<file path="src/rtl/spi_txn_arbiter.sv">
// spi_txn_arbiter: shares one 48-bit SPI master between two requesters.
// Round-robin grant, one-cycle start pulse, level-done completion detection,
// watchdog abort and a guard gap between frames.
//
// Request/ack handshake: a requester raises reqN_i with its frame, divider
// and bit order stable, and holds them until ackN_o. ackN_o is high for
// exactly one cycle per granted transaction, and rdata_o/err_o are valid in
// that cycle. Dropping reqN_i after the grant does not cancel the transaction.
module spi_txn_arbiter #(
  parameter int TIMEOUT    = 4096,
  parameter int GAP_CYCLES = 8,
  parameter int TO_W       = 13
) (
  input  logic        spi_clk_i,
  input  logic        spi_rst_i,
  input  logic        req0_i,
  input  logic [47:0] req0_data_i,
  input  logic [1:0]  req0_div_i,
  input  logic        req0_fbo_i,
  input  logic        req1_i,
  input  logic [47:0] req1_data_i,
  input  logic [1:0]  req1_div_i,
  input  logic        req1_fbo_i,
  output logic        ack0_o,
  output logic        ack1_o,
  output logic [47:0] rdata_o,
  output logic        err_o,
  output logic        busy_o,
  output logic        m_start_o,
  output logic [47:0] m_data_o,
  output logic [1:0]  m_div_o,
  output logic        m_fbo_o,
  input  logic        m_done_i,
  input  logic [47:0] m_rdata_i,
  output logic [2:0]  state_dbg_o
);

  typedef enum logic [2:0] {
    S_IDLE    = 3'd0,
    S_ISSUE   = 3'd1,
    S_WAIT    = 3'd2,
    S_CAPTURE = 3'd3,
    S_GAP     = 3'd4
  } state_t;

  localparam int GAP_W = $clog2(GAP_CYCLES + 1);

  state_t           r_state;
  state_t           w_next;
  logic [TO_W-1:0]  r_to_cnt;
  logic [GAP_W-1:0] r_gap_cnt;
  logic             r_done_q;
  logic             r_last_grant;
  logic             r_grant_id;
  logic             w_req_any;
  logic             w_pick;
  logic             w_rise;
  logic             w_timeout;
  logic             w_gap_end;

  assign w_req_any   = req0_i | req1_i;
  // With both requesting, the one that did not win last time goes next.
  assign w_pick      = (req0_i & req1_i) ? ~r_last_grant : req1_i;
  assign w_rise      = m_done_i & ~r_done_q;
  assign w_timeout   = (r_to_cnt == TO_W'(TIMEOUT));
  assign w_gap_end   = (r_gap_cnt == GAP_W'(GAP_CYCLES - 1));
  assign state_dbg_o = r_state;

  // State register.
  always_ff @(posedge spi_clk_i or negedge spi_rst_i) begin
    if (!spi_rst_i) r_state <= S_IDLE;
    else            r_state <= w_next;
  end

  // Next-state and state-decoded outputs.
  always_comb begin
    w_next    = r_state;
    m_start_o = 1'b0;
    busy_o    = 1'b1;
    ack0_o    = 1'b0;
    ack1_o    = 1'b0;
    case (r_state)
      S_IDLE: begin
        busy_o = 1'b0;
        if (w_req_any) w_next = S_ISSUE;
      end
      S_ISSUE: begin
        m_start_o = 1'b1;
        w_next    = S_WAIT;
      end
      S_WAIT: begin
        if (w_rise || w_timeout) w_next = S_CAPTURE;
      end
      S_CAPTURE: begin
        ack0_o = ~r_grant_id;
        ack1_o = r_grant_id;
        w_next = S_GAP;
      end
      S_GAP: begin
        if (w_gap_end) w_next = S_IDLE;
      end
      default: w_next = S_IDLE;
    endcase
  end

  // Grant latching, watchdog, done-edge tracking, result capture and gap count.
  always_ff @(posedge spi_clk_i or negedge spi_rst_i) begin
    if (!spi_rst_i) begin
      m_data_o     <= '0;
      m_div_o      <= '0;
      m_fbo_o      <= 1'b0;
      rdata_o      <= '0;
      err_o        <= 1'b0;
      r_to_cnt     <= '0;
      r_gap_cnt    <= '0;
      r_done_q     <= 1'b0;
      r_last_grant <= 1'b1;
      r_grant_id   <= 1'b0;
    end else begin
      case (r_state)
        S_IDLE: begin
          if (w_req_any) begin
            r_grant_id <= w_pick;
            m_data_o   <= w_pick ? req1_data_i : req0_data_i;
            m_div_o    <= w_pick ? req1_div_i  : req0_div_i;
            m_fbo_o    <= w_pick ? req1_fbo_i  : req0_fbo_i;
            err_o      <= 1'b0;
          end
        end
        S_ISSUE: begin
          r_to_cnt <= '0;
          // Preset so a done level left over from the previous frame cannot
          // look like a rise; a low must be seen in WAIT first.
          r_done_q <= 1'b1;
        end
        S_WAIT: begin
          r_done_q <= m_done_i;
          r_to_cnt <= r_to_cnt + TO_W'(1);
          if (w_rise) begin
            rdata_o <= m_rdata_i;
            err_o   <= 1'b0;
          end else if (w_timeout) begin
            rdata_o <= '1;
            err_o   <= 1'b1;
          end
        end
        S_CAPTURE: begin
          r_last_grant <= r_grant_id;
          r_gap_cnt    <= '0;
        end
        S_GAP: begin
          r_gap_cnt <= r_gap_cnt + GAP_W'(1);
        end
        default: ;
      endcase
    end
  end

endmodule

</file>
<file path="config.mk">
export PLATFORM = sky130hd
export DESIGN_NAME = spi_txn_arbiter
export DESIGN_NICKNAME = d
export VERILOG_FILES = /design/src/rtl/spi_txn_arbiter.sv
export SDC_FILE = /design/constraint.sdc
export NUM_CORES = 1
export LEC_CHECK = 0
export ABC_AREA = 0
export CAP_MARGIN = 40
export CELL_PAD_IN_SITES_DETAIL_PLACEMENT = 2
export CELL_PAD_IN_SITES_GLOBAL_PLACEMENT = 2
export CORE_MARGIN = 2
export CORE_UTILIZATION = 26
export CTS_BUF_LIST = sky130_fd_sc_hd__clkbuf_4
export DETAILED_ROUTE_END_ITERATION = 16
export PLACE_DENSITY_LB_ADDON = 0.1
export SLEW_MARGIN = 20
export SYNTH_ARGS = -nofsm -noshare
export SYNTH_HDL_FRONTEND = slang
export SYNTH_SLANG_ARGS = --single-unit
</file>
<file path="constraint.sdc">
create_clock -name spi_clk_i -period 2 [get_ports spi_clk_i]
set_input_delay 0.6 -clock spi_clk_i [delete_from_list [all_inputs] [get_ports spi_clk_i]]
set_output_delay 0.6 -clock spi_clk_i [all_outputs]
set_load 0.05 [all_outputs]
</file>
### Word level (Yosys, flattened, before mapping)

Cells that the tools add are included.

* output and inout bits: 107
* input port bits: 155
* bits in registers: 123
* word-level logic and storage cells: 60

* equal/unequal tests: 10
* bitwise logic cells: 6
* add/subtract/negate cells: 2
* multiplexer cells: 21
* reductions and logical operators: 10

Operators with widths (number)
* two-way mux 48 bit: 3
* case mux 13 bit (2 select lines): 1
* case mux 3 bit (5 select lines): 1
* adder 13 x 1 -> 13 bit, second input constant: 1
* == test 13 bit, second input constant: 1
* two-way mux 1 bit: 9
* two-way mux 3 bit: 3
* case mux 4 bit (2 select lines): 1
* nonzero test 2 bit: 4
* == test 3 x 2 -> 1 bit, second input constant: 2
* != test 2 bit, second input constant: 3
* AND reduction 3 bit: 2
* adder 4 x 1 -> 4 bit, second input constant: 1
* == test 4 x 3 -> 1 bit, second input constant: 1
* case mux 1 bit (2 select lines): 2
* AND reduction 2 bit: 2
* == test 3 x 1 -> 1 bit, second input constant: 1
* == test 3 bit, second input constant: 1
* logical NOT 3 bit: 1
* != test 3 bit, second input constant: 1
* inverter 1 bit: 3
* AND 1 bit: 2
* two-way mux 2 bit: 1
* logical OR 1 bit: 1
* OR 1 bit: 1

### Depth between registers and ports, before layout

Gate-level depths: netlist of the first run.

* depth after elaboration: 5
* gate-level depth with buffers: 7
* gate-level depth less buffers: 5

### Worst setup path before layout of the first run

Ideal clock, no wire load.

* path type: reg2out
* start point: register r_state[0], in the netlist state_dbg_o[0]
* end point: output m_start_o
* path buffers: 2
* path slack: -0.430 ns
* data required time: 1.400 ns
* cell stages (with the launch flop): 5
* arrival time: 1.830 ns
* path through: dfrtp_1 buf_2 or3b_2 buf_2 inv_1

* word-level cells in the longest chain between the ends: 2

Ends and longest elaborated chain
* from (decl): RTL line 48 `state_t r_state;`
* from (signal assigned): RTL line 72 `else r_state <= w_next;`
* == test 3 x 1 -> 1 bit: RTL line 82 `case (r_state)`
* two-way mux 1 bit: RTL line 82
* to (decl): RTL line 29 `output logic m_start_o,`

No other way between the ends.

### Worst setup path after layout of the first run

* start point: register r_state[2], in the netlist state_dbg_o[2]
* end point: register r_last_grant

* word-level cells in the longest chain between the ends: 1

Ends and longest elaborated chain
* == test 3 x 2 -> 1 bit: RTL line 120 `case (r_state)`
* to (signal assigned): RTL line 148 `r_last_grant <= r_grant_id;`
* to (decl): RTL line 53 `logic r_last_grant;`

No other way between the ends.
A chain may end at the register's enable or synchronous reset.

==> results of run 1 <==
flip-flops by register name (all words and copies together), names as in the netlist:
name / cells
err_o: 1
m_data_o: 48
r_done_q: 1
m_div_o: 2
state_dbg_o: 3
r_last_grant: 1
r_gap_cnt: 4
r_to_cnt: 13
m_fbo_o: 1
rdata_o: 48
r_grant_id: 1
worst min-delay path by stage:
stage	slack (ns)	depth (start not counted)	to	start
after floorplan	0.30	0	err_o	spi_rst_i
after global routing	0.53	1	m_data_o[22]	m_data_o[22]
after global placement	0.46	1	r_to_cnt[12]	r_to_cnt[12]
after detailed placement	0.50	1	m_data_o[22]	m_data_o[22]
after CTS	0.51	1	r_to_cnt[12]	r_to_cnt[12]
final	0.51	1	r_to_cnt[12]	r_to_cnt[12]
layer usage:
metal / vias to the layer above / GRT usage (%) / routed length, um
met2: 213 / 30.41 / 10240
li1: 2290 / - / -
met3: 14 / 7.224 / 1714
met1: 2507 / 22.49 / 8894
met4: 0 / 3.571 / 156
met5: - / 0 / 0
cell families after synthesis:
kind of cell,after synthesis
compound gates,127
flops,123
mux,109
simple gates,54
buf+inv,44
fa+ha+maj,3
timing repair:
item / in CTS / in global routing
setup endpoints to repair: 42 / 42
pin swaps: 3 / 3
hold buffers: 1 / 0
gates resized for setup: 6 / 9
hold endpoints to repair: 8 / 0
setup buffers: 15 / 5
cell type report:
cell class              count  area (um^2)  share of cell area, %
clock inverters            11        147.6                  1.628
clock buffers              19        142.6                  1.573
multi-input cells         293         2509                  27.67
flip-flops and latches    123         3083                  34.00
repair buffers            303         2804                  30.93
well taps                 280        350.3                  3.864
inverters                   7        30.03                 0.3312
power breakdown:
part,internal (mW),switching [mW],total (mW)
registers,3.57,0.675,4.24
clock network,0.881,1.00,1.88
logic,3.33,5.80,9.13
total,7.78,7.48,15.3
layout by cell type (no fill, tap or decap), types with 5 or more instances in the layout:
cell type / n
clkdlybuf4s50_1: 153
buf_4: 134
dfrtp_1: 119
mux2_2: 102
a21oi_1: 50
a2bb2oi_1: 48
clkbuf_4: 19
nand2_1: 18
buf_12: 10
inv_1: 6
nor4_1: 6
mux2i_1: 6
o21ai_0: 6
clkinvlp_4: 5
nand3_1: 5
buf_6: 5
stage by stage:
step	cells	cell area [um^2]	hold WS [ns]	power, mW	worst slack, ns
detailed placement	985	8553	0.4975	13.25	-0.4260
global placement	985	8553	0.4593	12.99	-0.4098
CTS	1031	8986	0.5148	15.37	-0.3302
finish	1036	9066	0.5126	15.25	-0.3424
global route	1036	9066	0.5326	16.12	-0.4166
floorplan	460	5774	0.3044	10.16	0.007172
==> summary.md, run 1 <==
| Metric | Value |
|---|---|
| Syn nets | 618 |
| Buf/Inv on CP | 12 |
| Total track usage | 18.23% |
| Crit Path Category | register to register |
| Fin Clk Skew | 0.02713 ns |
| HP Class | register to register |
| Post-Syn Area | 5744 um^2 |
| Core footprint | ~22000 um^2 |
| Initial antenna violation count | 0 |
| RSZ-0062 raised after global routing | true |
| Seq/Total Area, Yosys | 53.60% |
| Antenna Cells | 0 |
| Min Tclk post-route | ~2.3 ns |
| Vias in the first global route | ~5600 |
| Top post-synthesis cells by count | 122 x dfrtp_1, 102 x mux2_2, 50 x a21oi_1 |
| Cell taking the most area after synthesis | dfrtp_1 |
| Die area | 23300 um^2 |
| Critical path capture point | r_last_grant |
| Initial Util | 26.40% |
| CTS root buffer | clkbuf_4 |
| Critical Path RT | 2.48 ns |
| Final TNS setup | -1.543 ns |
| Max cap viols | 0 |
| CTS max path bufs | 2 |
| Crit. path cell count | 15 |
| Avg Inst Size Synth | approximately 12 um^2 |
| Top cells by area, synth | dfrtp_1 53%, mux2_2 20%, a2bb2oi_1 7.3% |
| Worst setup EP type | register |
| FF-to-FF End | r_last_grant |
| Post-synth ARST share | 100.0% |
| Largest net degree at the start of global routing | 53 |
| Filler cells | around 2300 |
| Crit path top cell by count | buf_4 |
| IO Port Bufs | roughly 260 |
| Layout area overhead | 57.83% |
| Drt initial violations | 118 |
| Flop-to-flop setup slack | -0.34 ns |
| Synth Area in XOR/XNOR | 0% |
| First-pass DRT Iterations | 7 |
| Failing checks | negative setup slack |
| Cell count after synthesis | 460 |
| Worst IR drop on VDD | approximately 670 uV |
| Final Setup Violations | 6 |
| DR WL/cell | 20.28 um |
| Startpoint of the worst register-to-register path | state_dbg_o[2] |
| Clk_lat worst skew | 0.54 ns |
| Post-synthesis mux area share | 21.24% |
| I/O pins | 262 |
| CP Cell Sequence | buf_4 > nor2b_4 > nand2_2 > buf_4 > buf_4 > buf_4 > buf_4 > buf_4 > buf_4 > buf_4 > buf_4 > buf_4 > buf_4 > buf_4 > a21o_1 |
| Crit-path leading delay family | buffers and inverters |
| Synth Flop Type | dfrtp_1 |
| CTS tree | yes |
| Fin crit share | 117.1% |
| Max_slew headroom | between 50 and 60% |
| EDFF count, synth | 0 |
| Worst path max stage delay | 0.42 ns |
| Dpl hpwl | between 15000 and 20000 um |
| PwrDens | 1683 nW/um^2 |
| Worst r2r path cells | 15 |
| Worst Path Max Fanout | 2 |
| Simple-gate portion of the synthesized area | 5.032% |
| LEAKAGE | between 3 and 4 nW |
| # clock sinks | 123 |
| Via count | 5024 |
| Slew @ Worst Pin | 0.6175 ns |
| Chip Height | around 150 um |
| Slew Limit Fails | 0 |
| RePlAce Congestion | 0.7706 |
| Critical path origin | state_dbg_o[2] |
| Share of post-route cells with drive strength above 1 | between 30% and 40% |
| GR Overflow Total | 0 |
| Detail Route Antenna Nets | 0 |
| CTS Buf Count | 17 |
| Compound-gate portion of the synthesized area | 15.40% |
| First-pass GRT wire length | 33400 um |
| CP max stage cell | dfrtp_2 |
| Post-route DRC | 0 |
| Hold Violations, Final | 0 |
| Critical path launch point type | register |
| Routed WL | 21010 um |
| Clock H-tree levels | 4 |
| Count leader, synth | dfrtp_1 |
| Status | finished with violations |
| Via density | between 4 and 5 |
| Layout Utilization | 41.67% |
| Post-synth top area share | 53.15% |
| Main combinational cell family by area after synthesis | multiplexers |
| Clock transition at the registers of the reported paths | 0.12 ns |
| Post-synthesis adder-cell area fraction | 0.6535% |
| Row Count | 54 |
| YS warnings | 0 |
| Distinct cells, synth | 45 |
| FMAX | 426.9 MHz |
| Die width | approximately 150 um |
| Arr. time, crit path | 2.82 ns |
| Nets | 903 |
| Register bit total from synthesis | between 100 and 150 |
| Final Worst Setup Slack | -0.3424 ns |
Power figures use the tool's default switching activity.
==> run 2, diff against run 1 <==
--- a/config.mk
+++ b/config.mk
@@ -10,7 +10,7 @@
 export CELL_PAD_IN_SITES_DETAIL_PLACEMENT = 2
 export CELL_PAD_IN_SITES_GLOBAL_PLACEMENT = 2
 export CORE_MARGIN = 2
-export CORE_UTILIZATION = 26
+export CORE_UTILIZATION = 28
 export CTS_BUF_LIST = sky130_fd_sc_hd__clkbuf_4
 export DETAILED_ROUTE_END_ITERATION = 16
 export PLACE_DENSITY_LB_ADDON = 0.1
==> constraint.sdc (replaced) <==
create_clock -name spi_clk_i -period 2.94 [get_ports spi_clk_i]
set_input_delay 0.882 -clock spi_clk_i [delete_from_list [all_inputs] [get_ports spi_clk_i]]
set_output_delay 0.882 -clock spi_clk_i [all_outputs]
set_load 0.05 [all_outputs]
==> run 2 against run 1 <==
The flow now finishes without violations. Sequential share of layout area up 0.44 points. Highest routed layer unchanged. Clock skew down 0.0063 ns. Critical path depth fell by 13. First-iteration DRC count up 21%. Via count down 3.6%. Setup slack improved by 0.52 ns. Critical endpoint is now state_dbg_o[0]. Die area is 7.0% lower. Sequential cell count unchanged. Clock-buffer cell count decreased by 2. Utilization grew 2.7 points. Combinational power decreased by 32%.
==> summary.md, run 2 (same netlist as run 1, synthesis figures left out) <==
| Metric | Value |
|---|---|
| Status | finished clean |
| Vias in the first global route | between 5000 and 6000 |
| RSZ-0062 raised after global routing | false |
| Largest regs | m_data_o x48, rdata_o x48, r_to_cnt x13 |
| Seq. cell area | 3079 um^2 |
| Clock transition at the registers of the reported paths | 0.11 ns |
| Die width | 147.2 um |
| CTS tree | yes |
| GR Overflow Total | 0 |
| Slew Limit Fails | 0 |
| Routed WL | 20690 um |
| RePlAce Congestion | 0.7554 |
| Fin Clk Skew | approximately 0.021 ns |
| Die area | 21680 um^2 |
| Clock H-tree levels | 4 |
| Dpl hpwl | approximately 15000 um |
| CTS root buffer | clkbuf_4 |
| DR WL/cell | approximately 21 um |
| Largest net degree at the start of global routing | 124 |
| Core footprint | 20170 um^2 |
| Slew @ Worst Pin | approximately 0.73 ns |
| Total track usage | 19.36% |
| Fin crit share | 94.04% |
| Initial Util | 28.48% |
| Worst IR drop on VDD | 547.5 uV |
| Layout Utilization | 44.32% |
| Detail Route Antenna Nets | 0 |
| Startpoint of the worst register-to-register path | state_dbg_o[0] |
| Crit Path Category | register to output port |
| Share of post-route cells with drive strength above 1 | 21.29% |
| Min Tclk post-route | 2.765 ns |
| Max cap viols | 0 |
| Final TNS setup | 0 ns |
| First-pass GRT wire length | 32420 um |
| CTS Buf Count | 17 |
| Chip Height | 147.2 um |
| Clk_lat worst skew | between 0.5 and 0.6 ns |
| Hold Violations, Final | 0 |
| Via density | a little under 5 |
| Max_slew headroom | 51.42% |
| First-pass DRT Iterations | 4 |
| Via count | 4845 |
| Worst Path Max Fanout | 13 |
| Arr. time, crit path | 1.88 ns |
| Final Setup Violations | 0 |
| Multi-input logic area | 2457 um^2 |
| Row Count | between 50 and 60 |
| Critical path origin | state_dbg_o[0] |
| CTS max path bufs | 2 |
| Filler cells | 2059 |
| Initial antenna violation count | 2 |
| Nets | 873 |
| Critical Path RT | a little over 2 ns |
| HP Class | primary input to asynchronous set/reset pin |
| LEAKAGE | 3.556 nW |
| I/O pins | about 260 |
| Post-route DRC | 0 |
| Most common cell after layout, fill and taps aside | clkdlybuf4s50_1 |
| # clock sinks | 123 |
| Most frequent cells in the layout | 256 x clkdlybuf4s50_1, 122 x dfrtp_1, 102 x mux2_2 |
| Critical path launch point type | register |
| Hold_buf cts | 0 |
| Drt initial violations | 143 |
| FMAX | 361.7 MHz |
| IO Port Bufs | between 200 and 300 |
| PwrDens | 1146 nW/um^2 |
| Layout area overhead | 55.63% |
| Worst setup EP type | output port |
run 2: cell count changes in the layout (fill, tap and decap cells not counted), moves of 3 or more:
cell and delta:
buf_4 -123, clkdlybuf4s50_1 +103, buf_12 -5, buf_6 -5, clkinv_4 +4, dfrtp_1 +3
dfrtp_2 -3
run 2: power breakdown:
| part | total (mW) | leakage [nW] | switching, mW | internal (mW) |
|---|---|---|---|---|
| logic | 6.20 | 2.00 | 3.92 | 2.28 |
| clock network | 1.21 | 0.141 | 0.707 | 0.501 |
| registers | 2.83 | 1.42 | 0.411 | 2.42 |
| total | 10.2 | 3.56 | 5.03 | 5.21 |
run 2: path summary, 6_finish.rpt:
| path | end | slack, ns | cells past startpoint |
|---|---|---|---|
| max | state_dbg_o[0] | 0.18 | 2 |
| min | rdata_o[40] | 0.41 | 2 |
| max reg2reg | rdata_o[44] | 0.87 | 6 |
| min reg2reg | r_to_cnt[12] | 0.49 | 1 |
| max in group asynchronous | m_data_o[40] | 1.96 | 2 |
| min in group spi_clk_i | r_to_cnt[12] | 0.49 | 1 |
run 2: layer usage:
layer  global-route usage (%)  routed length [um]
met4                    5.913                 293
met1                    23.39                8509
met5                        0                   0
met2                    32.03               10010
met3                    7.484                1873
run 2: layout make-up:
cell class	count	area share (%)
Timing Repair Buffer	273	30.80
Clock buffer	17	1.428
Antenna cell	2	0.05598
Multi-Input combinational cell	293	27.49
Inverter	7	0.2939
Sequential cell	123	34.44
Clock inverter	15	1.707
Tap cell	270	3.779
run 2: stage by stage:
stage	std cells	worst slack [ns]	total power, mW	cell area, um^2	hold slack [ns]
after floorplan	460	0.2283	6.865	5744	0.4393
after global placement	966	0.2639	8.955	8653	0.4669
after detailed placement	966	0.2383	9.151	8653	0.4684
after CTS	998	0.09359	10.41	8935	0.4321
after global routing	1000	0.04998	10.80	8940	0.4281
final	1000	0.1753	10.24	8940	0.4139
run 2: what timing repair did:
action                     4_1_cts  5_1_grt
setup endpoints to repair        2        0
resized for setup                2        0
setup buffers                    0        0
run 2: critical path: stages, from the launching register on:
cell             delay [ns]
dfrtp_1                0.35
buf_4                  0.18
clkdlybuf4s50_1        0.83
